==> src/rtl/encoder_8b10b_rd.sv <==
// Multi-lane 8b/10b encoder with running-disparity selection, A7 handling,
// K-code validation and K28.5 idle insertion. Registered outputs, one-cycle latency.
module encoder_8b10b_rd #(
    parameter int LANES       = 2,
    parameter int IDLE_INSERT = 1
) (
    input  logic                  clk,
    input  logic                  reset_L,
    input  logic                  enb,
    input  logic                  valid_in,
    input  logic [8*LANES-1:0]    entradas,
    input  logic [LANES-1:0]      k_in,
    output logic [10*LANES-1:0]   salidas,
    output logic                  valid_out,
    output logic [LANES-1:0]      k_err,
    output logic                  rd_out
);

    localparam logic [7:0] K28_5 = 8'hBC;

    typedef struct packed {
        logic [9:0] code;
        logic       rd;
        logic       kerr;
    } lane_t;

    // 5b/6b codes for RD-, written in transmission order a..i (leftmost = a)
    function automatic logic [5:0] tbl6(input logic [4:0] x);
        case (x)
            5'd0:    tbl6 = 6'b100111;
            5'd1:    tbl6 = 6'b011101;
            5'd2:    tbl6 = 6'b101101;
            5'd3:    tbl6 = 6'b110001;
            5'd4:    tbl6 = 6'b110101;
            5'd5:    tbl6 = 6'b101001;
            5'd6:    tbl6 = 6'b011001;
            5'd7:    tbl6 = 6'b111000;
            5'd8:    tbl6 = 6'b111001;
            5'd9:    tbl6 = 6'b100101;
            5'd10:   tbl6 = 6'b010101;
            5'd11:   tbl6 = 6'b110100;
            5'd12:   tbl6 = 6'b001101;
            5'd13:   tbl6 = 6'b101100;
            5'd14:   tbl6 = 6'b011100;
            5'd15:   tbl6 = 6'b010111;
            5'd16:   tbl6 = 6'b011011;
            5'd17:   tbl6 = 6'b100011;
            5'd18:   tbl6 = 6'b010011;
            5'd19:   tbl6 = 6'b110010;
            5'd20:   tbl6 = 6'b001011;
            5'd21:   tbl6 = 6'b101010;
            5'd22:   tbl6 = 6'b011010;
            5'd23:   tbl6 = 6'b111010;
            5'd24:   tbl6 = 6'b110011;
            5'd25:   tbl6 = 6'b100110;
            5'd26:   tbl6 = 6'b010110;
            5'd27:   tbl6 = 6'b110110;
            5'd28:   tbl6 = 6'b001110;
            5'd29:   tbl6 = 6'b101110;
            5'd30:   tbl6 = 6'b011110;
            default: tbl6 = 6'b101011;
        endcase
    endfunction

    // 3b/4b data codes for RD-, order f..j; y=7 is the primary P7 form
    function automatic logic [3:0] tbl4(input logic [2:0] y);
        case (y)
            3'd0:    tbl4 = 4'b1011;
            3'd1:    tbl4 = 4'b1001;
            3'd2:    tbl4 = 4'b0101;
            3'd3:    tbl4 = 4'b1100;
            3'd4:    tbl4 = 4'b1101;
            3'd5:    tbl4 = 4'b1010;
            3'd6:    tbl4 = 4'b0110;
            default: tbl4 = 4'b1110;
        endcase
    endfunction

    function automatic logic [5:0] rev6(input logic [5:0] v);
        for (int i = 0; i < 6; i++) rev6[i] = v[5-i];
    endfunction

    function automatic logic [3:0] rev4(input logic [3:0] v);
        for (int i = 0; i < 4; i++) rev4[i] = v[3-i];
    endfunction

    function automatic lane_t encode_lane(input logic [7:0] d, input logic k, input logic rd);
        logic [4:0] x;
        logic [2:0] y;
        logic       is_k28, kc, a7, rd6, rd4;
        logic [5:0] c6;
        logic [3:0] c4;
        lane_t      r;
        x      = d[4:0];
        y      = d[7:5];
        is_k28 = (x == 5'd28);
        kc     = k && (is_k28 || d == 8'hF7 || d == 8'hFB || d == 8'hFD || d == 8'hFE);

        c6 = (kc && is_k28) ? 6'b001111 : tbl6(x);
        if (x == 5'd7) begin
            c6  = rd ? 6'b000111 : 6'b111000;
            rd6 = rd;
        end else if ($countones(c6) != 3) begin
            c6  = rd ? ~c6 : c6;
            rd6 = ~rd;
        end else begin
            rd6 = rd;
        end

        // A7 avoids a run of five equal bits across the 6b/4b boundary
        a7 = rd6 ? (x == 5'd11 || x == 5'd13 || x == 5'd14)
                 : (x == 5'd17 || x == 5'd18 || x == 5'd20);
        c4 = (y == 3'd7 && (kc || a7)) ? 4'b0111 : tbl4(y);
        if (y == 3'd3) begin
            c4  = rd6 ? 4'b0011 : 4'b1100;
            rd4 = rd6;
        end else if ($countones(c4) != 2) begin
            c4  = rd6 ? ~c4 : c4;
            rd4 = ~rd6;
        end else begin
            rd4 = rd6;
        end
        if (kc && is_k28 && !rd6 && (y == 3'd1 || y == 3'd2 || y == 3'd5 || y == 3'd6))
            c4 = ~c4;

        r.code = {rev4(c4), rev6(c6)};
        r.rd   = rd4;
        r.kerr = k && !kc;
        return r;
    endfunction

    logic [10*LANES-1:0] code_next;
    logic [LANES-1:0]    kerr_next;
    logic                rd_next;
    logic                rd_chain;
    lane_t               lane_res;

    // RD ripples lane 0 -> LANES-1; idle cycles encode K28.5 on every lane
    always_comb begin
        code_next = '0;
        kerr_next = '0;
        lane_res  = '0;
        rd_chain  = rd_out;
        for (int l = 0; l < LANES; l++) begin
            lane_res = encode_lane(valid_in ? entradas[8*l +: 8] : K28_5,
                                   valid_in ? k_in[l] : 1'b1, rd_chain);
            code_next[10*l +: 10] = lane_res.code;
            kerr_next[l]          = lane_res.kerr;
            rd_chain              = lane_res.rd;
        end
        rd_next = rd_chain;
    end

    always_ff @(posedge clk) begin
        if (!reset_L) begin
            salidas   <= '0;
            valid_out <= 1'b0;
            k_err     <= '0;
            rd_out    <= 1'b0;
        end else if (enb) begin
            valid_out <= valid_in;
            if (valid_in || IDLE_INSERT != 0) begin
                salidas <= code_next;
                k_err   <= valid_in ? kerr_next : '0;
                rd_out  <= rd_next;
            end else begin
                k_err <= '0;
            end
        end
    end

endmodule

==> config.mk <==
export PLATFORM = sky130hd
export DESIGN_NAME = encoder_8b10b_rd
export DESIGN_NICKNAME = d
export VERILOG_FILES = /design/src/rtl/encoder_8b10b_rd.sv
export SDC_FILE = /design/constraint.sdc
export NUM_CORES = 1
export LEC_CHECK = 0
export CORE_MARGIN = 8
export CORE_UTILIZATION = 30
export CTS_BUF_LIST = sky130_fd_sc_hd__clkbuf_4 sky130_fd_sc_hd__clkbuf_8
export CTS_CLUSTER_DIAMETER = 200
export DETAILED_ROUTE_END_ITERATION = 12
export SLEW_MARGIN = 10
export SYNTH_ARGS = -nofsm -noshare
export SYNTH_HDL_FRONTEND = slang
export SYNTH_SLANG_ARGS = --single-unit
==> constraint.sdc <==
create_clock -name clk -period 30.8 [get_ports clk]
set_input_delay 4.62 -clock clk [delete_from_list [all_inputs] [get_ports clk]]
set_output_delay 4.62 -clock clk [all_outputs]
set_load 0.005 [all_outputs]
* Word-level counts from Yosys, hierarchy flattened
Memory sizes are Yosys's and may differ from the RTL's.
Index checks and enable logic that the tools add are counted.
Widths: inputs -> output; s select.
** Cells by class
- $add $sub $neg :: 16
- $mul :: 0
- Divide/modulo/power cells :: 0
- Magnitude comparators :: 0
- Eq/ne operators :: 42
- Shifts and indexed selects :: 0
- Multiplexer cells :: 39
- Bitwise logic cells :: 10
- Reductions and logical operators :: 42
** Operators with widths (number)
- $eq 8x8->1 const B :: 8
- $mux 6 :: 10
- $pmux 4 s7 :: 2
- $mux 4 :: 12
- $eq 5x5->1 const B :: 8
- $eq 5x4->1 const B :: 6
- $eq 3x3->1 const B :: 8
- $logic_or 1x1->1 :: 24
- $add 1x1->2 :: 10
- $mux 8 :: 2
- $not 4->4 :: 4
- $add 2x2->3 :: 4
- $eq 3x2->1 const B :: 4
- $logic_and 1x1->1 :: 12
- $mux 1 :: 12
- $not 6->6 :: 2
- $eq 5x3->1 const B :: 2
- $add 3x2->4 :: 2
- $ne 4x2->1 const B :: 2
- $eq 3x1->1 const B :: 2
- $logic_not 3->1 :: 2
- $ne 3x2->1 const B :: 2
- $logic_not 1->1 :: 4
- $not 1->1 :: 4
- $mux 2 :: 1
** Storage, ports and cells
- Bits in registers :: 24
- Bits in latches :: 0
- RAM bits :: 0
- ROM bits :: 384
- Bits of input ports :: 22
- Logic and storage cells :: 155
- Memories :: 2
** Memory list
- (name not given) :: words 32, width 6, rd ports 1, clocked after memory_dff 0, wr ports 0, line 29 : case (x)
- (name not given) :: words 32, width 6, rd ports 1, clocked after memory_dff 0, wr ports 0, line 29

* Longest topological paths before layout
Gate-level depths: netlist (run 1).
- Word-level depth :: 38
- Gate-level depth with buffers :: 48

* Worst setup path after synthesis (run 1)
No wires, ideal clock.
- Path type :: input to register
- From :: input port valid_in
- To :: register salidas[18]
- Arrival time :: 13.836 ns
- Data required time :: 30.677 ns
- Setup slack :: 16.840 ns
- Stages on the path :: 47
- Path buffers :: 4
- Cells stage by stage :: buf_2 -> clkbuf_1 -> clkbuf_1 -> and2_1 -> inv_1 -> ha_1 -> nand2b_1 -> o21ai_0 -> a211o_1 -> a21boi_0 -> inv_1 -> fa_1 -> inv_1 -> fa_1 -> inv_1 -> ha_1 -> inv_1 -> fa_1 -> [11 not listed] -> nor2_1 -> xnor2_1 -> o21ai_1 -> a31oi_4 -> nor3_1 -> nor2_1 -> fa_1 -> ha_1 -> ha_1 -> nor2_1 -> and2_0 -> nand3_1 -> o21ai_0 -> nor2_1 -> a211oi_1 -> nor3_1 -> o21ai_0 -> nand3_1
** On the way
- Cells in the longest elaborated chain, start to end :: 38
- Elaborated cells between the ends (all ways) :: 119
- Classes of those cells :: add/sub: 16; eq/ne: 42; mux: 23; bitwise: 4; reduce/logical: 32; memory: 2
** Ends and longest elaborated chain
- start, declared :: line 10 : input logic valid_in,
- $mux 8 :: line 145 : lane_res = encode_lane(valid_in ? entradas[8*l +: 8] : K28_5,
- $eq 8x8->1 / $eq 5x5->1 (equally long branches) :: line 97, 96
- $logic_or 1x1->1 (4 in a row) :: line 97 : kc = k && (is_k28 || d == 8'hF7 || d == 8'hFB || d == 8'hFD || d == 8'hFE);
- $logic_and 1x1->1 :: line 97
- $logic_and 1x1->1 :: line 99 : c6 = (kc && is_k28) ? 6'b001111 : tbl6(x);
- $mux 6 :: line 99
- $add 1x1->2 (not written as such) :: line 103 : end else if ($countones(c6) != 3) begin
- $add 2x2->3 (not written as such) :: line 103
- [19 not listed]
- $mux 4 :: line 113 : c4 = (y == 3'd7 && (kc || a7)) ? 4'b0111 : tbl4(y);
- $add 1x1->2 (not written as such) :: line 117 : end else if ($countones(c4) != 2) begin
- $add 2x2->3 (not written as such) :: line 117
- $ne 3x2->1 :: line 117
- $mux 4 :: line 117
- $mux 4 :: line 114 : if (y == 3'd3) begin
- $not 4->4 :: line 124 : c4 = ~c4;
- $mux 4 * :: line 123 : if (kc && is_k28 && !rd6 && (y == 3'd1 || y == 3'd2 || y == 3'd5 || y == 3'd6))
- end signal, assigned :: line 163 : salidas <= code_next;
- end, declared :: line 13 : output logic [10*LANES-1:0] salidas,
Every way passes the cells marked *; elsewhere a longest branch is shown, timed or not.
A chain may end at the register's enable or synchronous reset.

* Worst setup path in the final report (run 1)
Ends and elaborated chain as after synthesis.

==> metrics.txt, run 1 <==
status=finished, final reports clean; Post-synth EDFFs=0; VDD IR-drop max=around 0.029 mV; syn_nets=536; most used cell, CP=ha_1; I/O Pins=46; Crit path depth=45; synthesized cell area=about 3500 um^2; ant diodes=0; CTS H-tree depth=1; Die W=roughly 120 um; first-pass GRT wire length=16700 um; Routed WL=between 9000 and 10000 um; Starting DRT DRC Count=around 240; FMAX=0.0681 GHz; pre-CTS worst setup slack=around 16000 ps; data required time of the worst path=a little over 30000 ps; Max Transition Viols Final=0; Synth-to-Final Area Change=16.8%; share of layout cells above drive strength 1=5.81%; final hold slack=478 ps; post-route ant nets=0; Layout Skew=slightly below 10 ps; gr usage total=13.0%; dpl cell area=between 3000 and 4000 um^2; worst skew pair latency=between 200 and 300 ps; clk sinks=24; flip-flop and latch area=about 480 um^2; vias in the first global route=3500; Worst R2R Start=rd_out$_SDFFE_PN0P_; CP Launch Type=input port; design area=approximately 4000 um^2; clock root buffer=clkbuf_8; crit end category=flip-flop; met3 routed WL=~470 um; CP delay by family, top=adder cells; total CTS buffers=3; ys flop type=dfxtp_1; mean routed wirelength per cell=between 10 and 15 um; Critical Path Slowest Stage Cell=fa_1; Starting Density=about 31%; die area=15200 um^2; placed wire-length estimate=approximately 7400 um; Setup TNS=0 ps; reg2reg setup slack=~24000 ps; reg-to-reg endpoint=salidas[18]$_SDFFE_PN0P_; pin slew with the least headroom to its limit=829 ps; clock-pin slew on the worst setup and hold paths=~100 ps; relative slew slack=between 40% and 50%; TritonRoute pass-1 iters=4; Die Height=around 120 um; Final Setup Violations=0; Syn Inst Count=between 400 and 500; hold buffer count at CTS=0; ys async rst share=0%; vias=about 3400; total chip power=0.202 mW; post-synthesis sequential area ratio=between 10% and 20%; yosys warns=0; syn avg cell area=7.26 um^2; largest net degree at the start of global routing=46; Rows=39; critical path endpoint=salidas[18]$_SDFFE_PN0P_; Worst Setup SP=valid_in; Clock Path Buffers=2; # resized after CTS=0; pwr dens=49.8 nW/um^2; TritonCTS clock tree=done; setup ws final=roughly 16000 ps; Final min period=approximately 15000 ps; Metal-1 WL=4500 um; highest metal used=met4; global route overflow=0; fin nets=between 500 and 600; max-cap viol count=0; crit-path max FO=45; Arr. time, crit path=~15000 ps; Cell variety after synth=71; antenna violations before repair=0; worst path buffer plus inverter count=7; Static Leak=1.59 nW; Filler Cells Inserted=between 1000 and 1500; vias per cell=5.36; port bufs=45; RSZ-0062 raised after global routing=false; Final Hold Viols=0; Final Cycle Share=between 40 and 50%; max incr delay on CP=~530 ps; Hold Path Class=reg2reg; critical path type=in2reg; area taken by multi-input logic gates=~2700 um^2; DRC viols=0; Yosys reg bits=24; Core Footprint=~11000 um^2; GP Congestion=around 0.85; worst reg2reg path depth=28; # Post-CTS Setup Buffers=0; hold depth=2; WL met2=around 4600 um
## sequential cells by signal (all words and copies together), names as in the netlist
register	cells
rd_out	1
k_err	2
valid_out	1
salidas	20
## worst register-to-register path: cells and delay by family (launching register included)
kind                       cells  cell delay, ps
AOI/OAI and AO/OA              9            1930
xor gates and xnor gates       1             340
adders and majority gates      6            1720
DFF                            1             630
and+or+nand+nor               12            1850
## per-layer routing
| layer | vias up | GRT usage, % |
|---|---|---|
| li1 | 1729 | - |
| met1 | 1622 | 16.8 |
| met2 | 82 | 22.3 |
| met3 | 8 | 2.10 |
| met4 | 0 | 2.41 |
| met5 | - | 0 |
## worst min path at each step
| stage | startpoint | to |
|---|---|---|
| floorplan | salidas[8]$_SDFFE_PN0P_ | salidas[8]$_SDFFE_PN0P_ |
| global placement | salidas[9]$_SDFFE_PN0P_ | salidas[9]$_SDFFE_PN0P_ |
| detailed placement | salidas[9]$_SDFFE_PN0P_ | salidas[9]$_SDFFE_PN0P_ |
| CTS | salidas[9]$_SDFFE_PN0P_ | salidas[9]$_SDFFE_PN0P_ |
| global route | salidas[9]$_SDFFE_PN0P_ | salidas[9]$_SDFFE_PN0P_ |
| finish | salidas[15]$_SDFFE_PN0P_ | salidas[15]$_SDFFE_PN0P_ |
## placed cells by master (no fill, tap or decap), types with 4 or more instances in the layout
cell type,n
a211o_1,4
a211oi_1,6
a21boi_0,8
a21o_1,4
a21oi_1,29
a221oi_1,4
and2_1,4
and3b_1,4
clkdlybuf4s50_1,45
dfxtp_1,24
fa_1,8
ha_1,29
inv_1,27
mux2i_1,5
nand2_1,50
nand2b_1,13
nand3_1,8
nand3b_1,4
nand4_1,7
nor2_1,42
nor2b_1,19
nor3_1,14
o211ai_1,5
o21ai_0,36
o221ai_1,5
o31ai_1,5
or3_1,5
xnor2_1,13
xor2_1,6
## metrics by stage
step | std cells | util, %
floorplan | 477 | -
global placement | 638 | 35.1
detailed placement | 638 | 35.1
CTS | 642 | 35.7
global route | 642 | 35.7
finish | 642 | 35.7
## cells by family after synthesis
family | Yosys count | synth area share (%)
compound gates | 149 | 30.3
xor+xnor | 20 | 5.27
fa+ha+maj | 37 | 15.1
buf+inv | 57 | 6.94
flops | 24 | 13.9
mux | 6 | 1.88
simple gates | 184 | 26.6
## final cells by class
type                            count  area share, %
Multi-Input combinational cell    396           67.8
Sequential cell                    24           11.9
Inverter                           28           2.60
Tap cell                          143           4.42
Timing Repair Buffer               47           11.5
Clock inverter                      1          0.743
Clock buffer                        3           1.02
## power breakdown
| group | switching [mW] | leakage [nW] | internal (mW) | total (mW) |
|---|---|---|---|---|
| logic | 0.0694 | 1.35 | 0.0593 | 0.129 |
| registers | 0.00509 | 0.198 | 0.0384 | 0.0435 |
| clock network | 0.0119 | 0.0357 | 0.0174 | 0.0293 |
## cells in the mapped netlist, types with 8 or more instances
cell,instances,area share [%]
clkbuf_1,16,1.7
dfxtp_1,24,14
ha_1,29,10
fa_1,8,4.6
xnor2_1,13,3.3
nor2b_1,19,3.4
o21ai_0,36,5.2
nand3_1,8,1.2
a21oi_1,29,4.2
nor3_1,14,2.0
nand2b_1,13,2.3
a21boi_0,8,1.7
inv_1,27,2.9
buf_2,9,1.3
nand2_1,50,5.4
nor2_1,42,4.6
No activity file was read; power rests on OpenSTA's default activity.
==> run 2, diff against run 1 <==
==> constraint.sdc (replaced) <==
create_clock -name clk -period 13 [get_ports clk]
set_input_delay 1.95 -clock clk [delete_from_list [all_inputs] [get_ports clk]]
set_output_delay 1.95 -clock clk [all_outputs]
set_load 0.005 [all_outputs]
==> run 2 against run 1 <==
Power increased by 140%. Clock-buffer cell count unchanged. Setup slack got worse by 15000 ps. Clock skew decreased by 8.0 ps. Hold slack got worse by 3.3 ps. Final area unchanged. Global-route usage decreased by 0.22 points. Critical path type unchanged. Highest routed layer unchanged.
==> metrics.txt, run 2 (synthesis results as in run 1) <==
Filler Cells Inserted=1196 (-0.58%); ant diodes=0 (unchanged); Final Setup Violations=0 (unchanged); status=finished, final reports clean; total chip power=0.484 mW (+140%); # Post-CTS Setup Buffers=0 (unchanged); Setup TNS=0 ps (unchanged); global route overflow=0 (unchanged); hold_sp=salidas[9]$_SDFFE_PN0P_; FMAX=0.0851 GHz; clock root buffer=clkbuf_8; reg-to-reg endpoint=salidas[18]$_SDFFE_PN0P_; max FFs per register=20 (unchanged); pin slew with the least headroom to its limit=853 ps (+24.0 ps); largest net degree at the start of global routing=42 (-8.7%); Layout Skew=1.79 ps (-7.99 ps); Core Footprint=11300 um^2 (unchanged); gr usage total=12.8% (-0.22 points); Die Height=123 um (unchanged); critical path type=in2reg; design area=4040 um^2 (unchanged); CP Launch Type=input port; setup ws final=1240 ps (-14870 ps); DRC viols=0 (unchanged); top flop regs=salidas (20), k_err (2); Arr. time, crit path=11920 ps (-2940 ps); port bufs=45 (unchanged); Starting DRT DRC Count=297 (+25%); relative slew slack=42.9% (-1.6 points); Worst R2R Start=rd_out$_SDFFE_PN0P_; die area=15200 um^2 (unchanged); CTS H-tree depth=1 (unchanged); Critical Path Slowest Stage Cell=clkdlybuf4s50_1; Clock Path Buffers=2 (unchanged); clock-pin slew on the worst setup and hold paths=100 ps (about the same); Final Hold Viols=0 (unchanged); met2 GRT Util=21.6% (-0.74 points); placed instance count=638 (unchanged); share of layout cells above drive strength 1=5.81% (unchanged); first-pass GRT wire length=16300 um (-2.3%); worst skew pair latency=270 ps (about the same); vias in the first global route=3393 (-3.1%); Worst Setup SP=valid_in; reg2reg setup slack=6390 ps (-17830 ps); met3 usage=2.05% (-0.046 points); vias per cell=5.44 (+1.4%); final hold slack=475 ps (-3.30 ps); VDD IR-drop max=0.0705 mV (+140%); Die W=123 um (unchanged); I/O Pins=46 (unchanged); Max Transition Viols Final=0 (unchanged); most used cell, CP=ha_1; Synth-to-Final Area Change=16.8% (unchanged); most used routing layer in global routing=met2; vias=3490 (+1.4%); max-cap viol count=0 (unchanged); post-route ant nets=0 (unchanged); Starting Density=30.6% (unchanged); TritonRoute pass-1 iters=5 (+1); antenna violations before repair=0 (unchanged); GP Congestion=0.880 (+3.2%); Final Instance Count excl. Fillers=642 (unchanged); Final Cycle Share=between 90 and 100%; Final min period=between 10000 and 15000 ps; Static Leak=1.59 nW (unchanged); crit end category=flip-flop; hold buffer count at CTS=0 (unchanged); Biggest register=salidas; worst reg2reg path depth=28 (unchanged); M1 GR Usage=16.8% (about the same); Routed WL=9800 um (+1.8%); pwr dens=120 nW/um^2 (+140%); # resized after CTS=0 (unchanged); clk sinks=24 (unchanged); commonest non-fill, non-tap cell in the layout=nand2_1; Hold Path Class=reg2reg; hold depth=1 (-1); TritonCTS clock tree=done; Rows=39 (unchanged); mean routed wirelength per cell=15.3 um (+1.8%); critical path endpoint=salidas[18]$_SDFFE_PN0P_; crit-path max FO=10 (-78%); RSZ-0062 raised after global routing=false; Final Util=35.7% (unchanged); total CTS buffers=3 (unchanged); fin nets=559 (unchanged); most frequent cells in the layout=nand2_1, clkdlybuf4s50_1, nor2_1; pre-CTS worst setup slack=1020 ps (-14870 ps); dpl cell area=3970 um^2 (unchanged); data required time of the worst path=13170 ps (-17800 ps); max incr delay on CP=540 ps (about the same); placed wire-length estimate=7430 um (+0.74%)
==> run 2: cell counts in the layout (fill, tap and decap cells not counted) <==
Identical to the previous run, type by type.
==> run 2: layout make-up <==
type	count	area [um^2]	area share, %
well taps	143	179	4.42
flip-flops and latches	24	480	11.9
inverters	28	105	2.60
repair buffers	47	465	11.5
clock buffers	3	41.3	1.02
multi-input cells	396	2740	67.8
clock inverters	1	30.0	0.743
==> run 2: worst min-delay path by stage <==
stage / endpoint / slack, ps
final: salidas[9]$_SDFFE_PN0P_ / 480
after global placement: salidas[9]$_SDFFE_PN0P_ / 450
after global routing: salidas[9]$_SDFFE_PN0P_ / 500
after detailed placement: salidas[9]$_SDFFE_PN0P_ / 460
after CTS: salidas[9]$_SDFFE_PN0P_ / 480
after floorplan: salidas[8]$_SDFFE_PN0P_ / 450
==> run 2: critical path, delay by kind of cell <==
kind                       cells  cell delay (ps)
AOI/OAI and AO/OA             12             2640
xor gates and xnor gates       1              350
and+or+nand+nor               14             2430
adders and majority gates     11             3620
buffers and inverters          6              920
==> run 2: layer usage <==
metal,vias to the layer above,wire length (um),part of all wire (%)
li1,1742,-,-
met1,1640,4700,48
met2,102,4500,46
met3,6,546,5.6
met4,0,51,0.52
met5,-,0,0
==> run 2: report_power, final <==
group	leakage (nW)	internal [mW]	total, mW	switching, mW
sequential	0.198	0.0911	0.103	0.0118
clock	0.0357	0.0412	0.0693	0.0280
combinational	1.35	0.141	0.311	0.170
